[src/rtl/wb_regfile.sv]
// Writeback stage: load extraction, result select and a 32x32 register file with write-through reads.
// Optional retired-instruction counter on instretW is built when WB_INSTRET_EN is defined.
module wb_regfile #(
    parameter int XLEN  = 32,
    parameter int NREGS = 32
) (
    input  logic                       clk,
    input  logic                       rst,
    input  logic                       regWriteW,
    input  logic [1:0]                 resultSrcW,
    input  logic [2:0]                 funct3W,
    input  logic [XLEN-1:0]            ALUResultW,
    input  logic [XLEN-1:0]            RDW,
    input  logic [XLEN-1:0]            PCPlus4W,
    input  logic [XLEN-1:0]            extImmW,
    input  logic [$clog2(NREGS)-1:0]   RdW,
    input  logic                       validW,
    input  logic [$clog2(NREGS)-1:0]   A1D,
    input  logic [$clog2(NREGS)-1:0]   A2D,
    output logic [XLEN-1:0]            RD1D,
    output logic [XLEN-1:0]            RD2D,
    output logic [XLEN-1:0]            resultW
`ifdef WB_INSTRET_EN
    ,output logic [63:0]               instretW
`endif
);

    logic [XLEN-1:0] regs [NREGS];
    logic [XLEN-1:0] load_data;
    logic            wr_en;
    logic            hit1;
    logic            hit2;

    // Byte/half selection by the low address bits, then sign or zero extension.
    function automatic logic [XLEN-1:0] load_extract(
        input logic [2:0]      f3,
        input logic [1:0]      off,
        input logic [XLEN-1:0] word
    );
        logic signed [7:0]  b;
        logic signed [15:0] h;
        b = word[8*off +: 8];
        h = word[16*off[1] +: 16];
        case (f3)
            3'b000:  load_extract = XLEN'(b);
            3'b001:  load_extract = XLEN'(h);
            3'b100:  load_extract = {{(XLEN-8){1'b0}}, b};
            3'b101:  load_extract = {{(XLEN-16){1'b0}}, h};
            default: load_extract = word;
        endcase
    endfunction

    assign load_data = load_extract(funct3W, ALUResultW[1:0], RDW);

    always_comb begin
        resultW = ALUResultW;
        case (resultSrcW)
            2'b00: resultW = ALUResultW;
            2'b01: resultW = load_data;
            2'b10: resultW = PCPlus4W;
            2'b11: resultW = extImmW;
            default: resultW = ALUResultW;
        endcase
    end

    assign wr_en = regWriteW && (RdW != '0);

    always_ff @(posedge clk or posedge rst) begin
        if (rst) begin
            for (int i = 0; i < NREGS; i++) regs[i] <= '0;
        end else if (wr_en) begin
            regs[RdW] <= resultW;
        end
    end

    // Write-through lets decode see a value committed in this same cycle.
    assign hit1 = wr_en && (RdW == A1D);
    assign hit2 = wr_en && (RdW == A2D);

    assign RD1D = (rst || A1D == '0) ? '0 : (hit1 ? resultW : regs[A1D]);
    assign RD2D = (rst || A2D == '0) ? '0 : (hit2 ? resultW : regs[A2D]);

`ifdef WB_INSTRET_EN
    logic [63:0] instret_q;

    always_ff @(posedge clk or posedge rst) begin
        if (rst)         instret_q <= '0;
        else if (validW) instret_q <= instret_q + 64'd1;
    end

    assign instretW = instret_q;
`else
    logic unused_valid;
    assign unused_valid = validW;
`endif

endmodule
[config.mk]
export PLATFORM = sky130hd
export DESIGN_NAME = wb_regfile
export DESIGN_NICKNAME = d
export VERILOG_FILES = /design/src/rtl/wb_regfile.sv
export SDC_FILE = /design/constraint.sdc
export NUM_CORES = 2
export LEC_CHECK = 0
export CAP_MARGIN = 10
export CORE_AREA = 2 2 409 452
export DETAILED_ROUTE_END_ITERATION = 7
export DIE_AREA = 0 0 411 454
export GPL_TIMING_DRIVEN = 0
export PLACE_DENSITY_LB_ADDON = 0.1
export SYNTH_ARGS = -nofsm -noshare
export SYNTH_HDL_FRONTEND = slang
export SYNTH_SLANG_ARGS = --single-unit
[constraint.sdc]
create_clock -name clk -period 36.1 [get_ports clk]
set_input_delay 5.415 -clock clk [delete_from_list [all_inputs] [get_ports clk]]
set_output_delay 5.415 -clock clk [all_outputs]
set_load 0.01 [all_outputs]
==> flow_summary.json <==
{
  "first_iter_violations": 4409,
  "post-cts-setup-buffers": 0,
  "drc": 0,
  "clock_latency_ns": 0.75,
  "tightestPinTransition_ns": 1.40,
  "p_switching_w": 0.00121,
  "synth_mux_area_frac": 0.258,
  "vias": 44300,
  "dp_hpwl_um": 202000,
  "hold_viol_final": 0,
  "antenna_found_initial": 16,
  "vias_per_cell": 5.71,
  "synth_nets": 5006,
  "swShare": 0.325,
  "rsz0062_at_grt": "false",
  "drive_above_1_share": 0.176,
  "h-tree-depth": 3,
  "area_growth_pct": 18.7,
  "setup_ws_ns": 20.34,
  "post_cts_resized": 0,
  "ys_seq_area_frac": 0.472,
  "critPathBufInv": 6,
  "fin_setup_tns_ns": 0,
  "gp_congestion": 0.926,
  "drv_slew": 0,
  "rows": 165,
  "drtAntennaViolNets": 0,
  "final_common_cell": "nand2_1",
  "outcome": "completed",
  "skew_ns": 0,
  "fillers": 18400,
  "grt_overflow": 0,
  "nNetsFinal": 5394,
  "crit_type": "in2out",
  "synthAdderAreaFrac": 0,
  "holdBufCountCts": 0,
  "drv_cap": 0,
  "seqPwrFrac": 0.422,
  "synthArstFlopShare": 1.00,
  "holdWs_ns": 0.483,
  "synth_edf_count": 0,
  "core_area_mm2": 0.183,
  "fin_crit_sh": 0.437,
  "grt_pass1_vias": 44100,
  "dpl_cell_area_mm2": 0.0604,
  "yosys.area_share.simple": 0.0906,
  "clock_path_buffers": 3,
  "clkSinkCount": 1024,
  "wl_um": 260000,
  "clock_power_share": 0.342,
  "dp_slack_ns": 20.56,
  "worstPathCellList": "buf_2 > buf_4 > buf_4 > buf_2 > buf_2 > mux4_2 > mux2i_1 > o22ai_1 > nor3_1 > a211oi_1 > clkdlybuf4s50_1",
  "ioPinCount": 248,
  "max_stage_delay_ns": 1.03,
  "firstDrtPassIters": 5,
  "cp-end-kind": "output port",
  "avgRoutedWirePerCell_um": 33.5,
  "grt_first_pass_wirelength_um": 362000,
  "synth_xor_area_frac": 0.00161,
  "pwr-share-comb": 0.236,
  "die-area_mm2": 0.187,
  "synth_area_mm2": 0.0543,
  "final_cell_mix": "nand2_1 (1041), dfrtp_1 (1024), o21ai_0 (958)",
  "synthCells": 4854,
  "power_density_mw_per_mm2": 57.7,
  "largestRegisters": "regs x1024",
  "clk_transition_reported_paths_ns": 0.07,
  "intPower_w": 0.00251,
  "worstPathArrival_ns": 10.35,
  "setup_violations": 0,
  "synth_compound_area_frac": 0.133,
  "hold_class": "reg2reg",
  "clockRootBuffer": "clkbuf_16",
  "p_leak_nw": 26.7,
  "fin_area_mm2": 0.0644,
  "finish.utilization": 0.353,
  "critPathSlowestCell": "a211oi_1",
  "synth_flop_cell": "dfrtp_1",
  "top_register": "regs",
  "peakVddDrop_uv": 41.1,
  "fin_crit_ns": 15.76,
  "rrSetupSlack_ns": 35.31,
  "syn_area_per_cell_um2": 11.2,
  "multi_input_area_mm2": 0.0263,
  "worst_ep_required_time_ns": 30.68,
  "synth-seq-cells": 1024,
  "cts_tree": "done",
  "largest_reg_flops": 1024,
  "start_kind": "input port",
  "io_buffer_count": 231,
  "critPathMostFrequentCell": "buf_2",
  "max_freq_ghz": 0.0634,
  "grt_max_degree": 42,
  "track_usage": 0.277,
  "crit_family": "buffers and inverters",
  "numCtsBuffers": 113,
  "ys_warn_count": 0,
  "crit_fanout": 10,
  "synth_top_family_by_area": "multiplexers",
  "dieWidth_um": 411,
  "initial_core_util": 0.297,
  "synth_cell_types": 53,
  "die-height_um": 454,
  "maxSlewHeadroom": 0.0678,
  "regArea_mm2": 0.0256
}
power groups by stage:
stage	Clock, W	Sequential, W	Combinational [W]
global route	0.00133	0.00160	0.000941
CTS	0.00129	0.00156	0.000865
detailed placement	0	0.00158	0.000864
finish	0.00127	0.00157	0.000878
floorplan	0	0.00151	0.000549
global placement	0	0.00157	0.000838
cell families (layout without fill, tap and decap cells):
family                 count (synthesis)  in the layout
AO/OA/AOI/OAI                       1321           1321
XOR/XNOR                              10             10
buffers and inverters                570           1054
flip-flops                          1024           1024
multiplexers                         712            712
other                                  0              7
AND/OR/NAND/NOR                     1217           1217
synthesized netlist by cell type, types with 5 or more instances:
master,number,area share
nand3_1,6,0.00055
a22oi_1,40,0.0055
o21ai_0,958,0.088
nand3b_1,7,0.00097
o21ai_1,74,0.0068
inv_1,35,0.0024
dfrtp_1,1024,0.47
buf_4,26,0.0036
nor2_2,10,0.0012
o22ai_1,63,0.0073
nor2_1,39,0.0027
nor3_1,37,0.0034
xnor2_1,7,0.0011
buf_2,87,0.0080
nor2b_1,51,0.0059
nand2b_1,6,0.00069
clkbuf_1,395,0.027
mux4_2,551,0.23
a211oi_1,85,0.012
a21oi_1,43,0.0040
a22o_1,6,0.00097
buf_1,21,0.0015
o221ai_1,7,0.0011
mux2i_1,159,0.029
a221oi_1,30,0.0048
a221o_1,5,0.00092
nand2_1,1041,0.072
layout make-up:
| type | count | area share |
|---|---|---|
| timing repair buffer | 273 | 0.0481 |
| inverter | 37 | 0.00221 |
| antenna | 7 | 0.000272 |
| sequential | 1024 | 0.398 |
| clock buffer | 161 | 0.0525 |
| tap | 2421 | 0.0470 |
| multi-input combinational | 3260 | 0.408 |
| buffer | 533 | 0.0349 |
| clock inverter | 50 | 0.00926 |
stage by stage:
stage	total power, W	instances
CTS	0.00371	7757
finish	0.00372	7766
global route	0.00387	7760
floorplan	0.00206	4854
detailed placement	0.00244	7546
global placement	0.00241	7506
final timing paths:
| path | from | endpoint | cells past startpoint |
|---|---|---|---|
| setup / recovery | A1D[1] | RD1D[29] | 11 |
| hold / removal | regs[1003] | regs[1003] | 1 |
| setup reg to reg | regs[509] | regs[509] | 2 |
| hold reg to reg | regs[1003] | regs[1003] | 1 |
| max in group asynchronous | rst | regs[728] | 8 |
| min in group asynchronous | rst | regs[575] | 2 |
layer usage:
metal,share of wire,GRT usage,up-vias
met5,0.00030,0,-
met4,0.038,0.101,10
met3,0.075,0.0490,344
met2,0.47,0.442,1993
met1,0.42,0.377,23400
li1,-,-,18600
(Power assumes the default switching activity.)
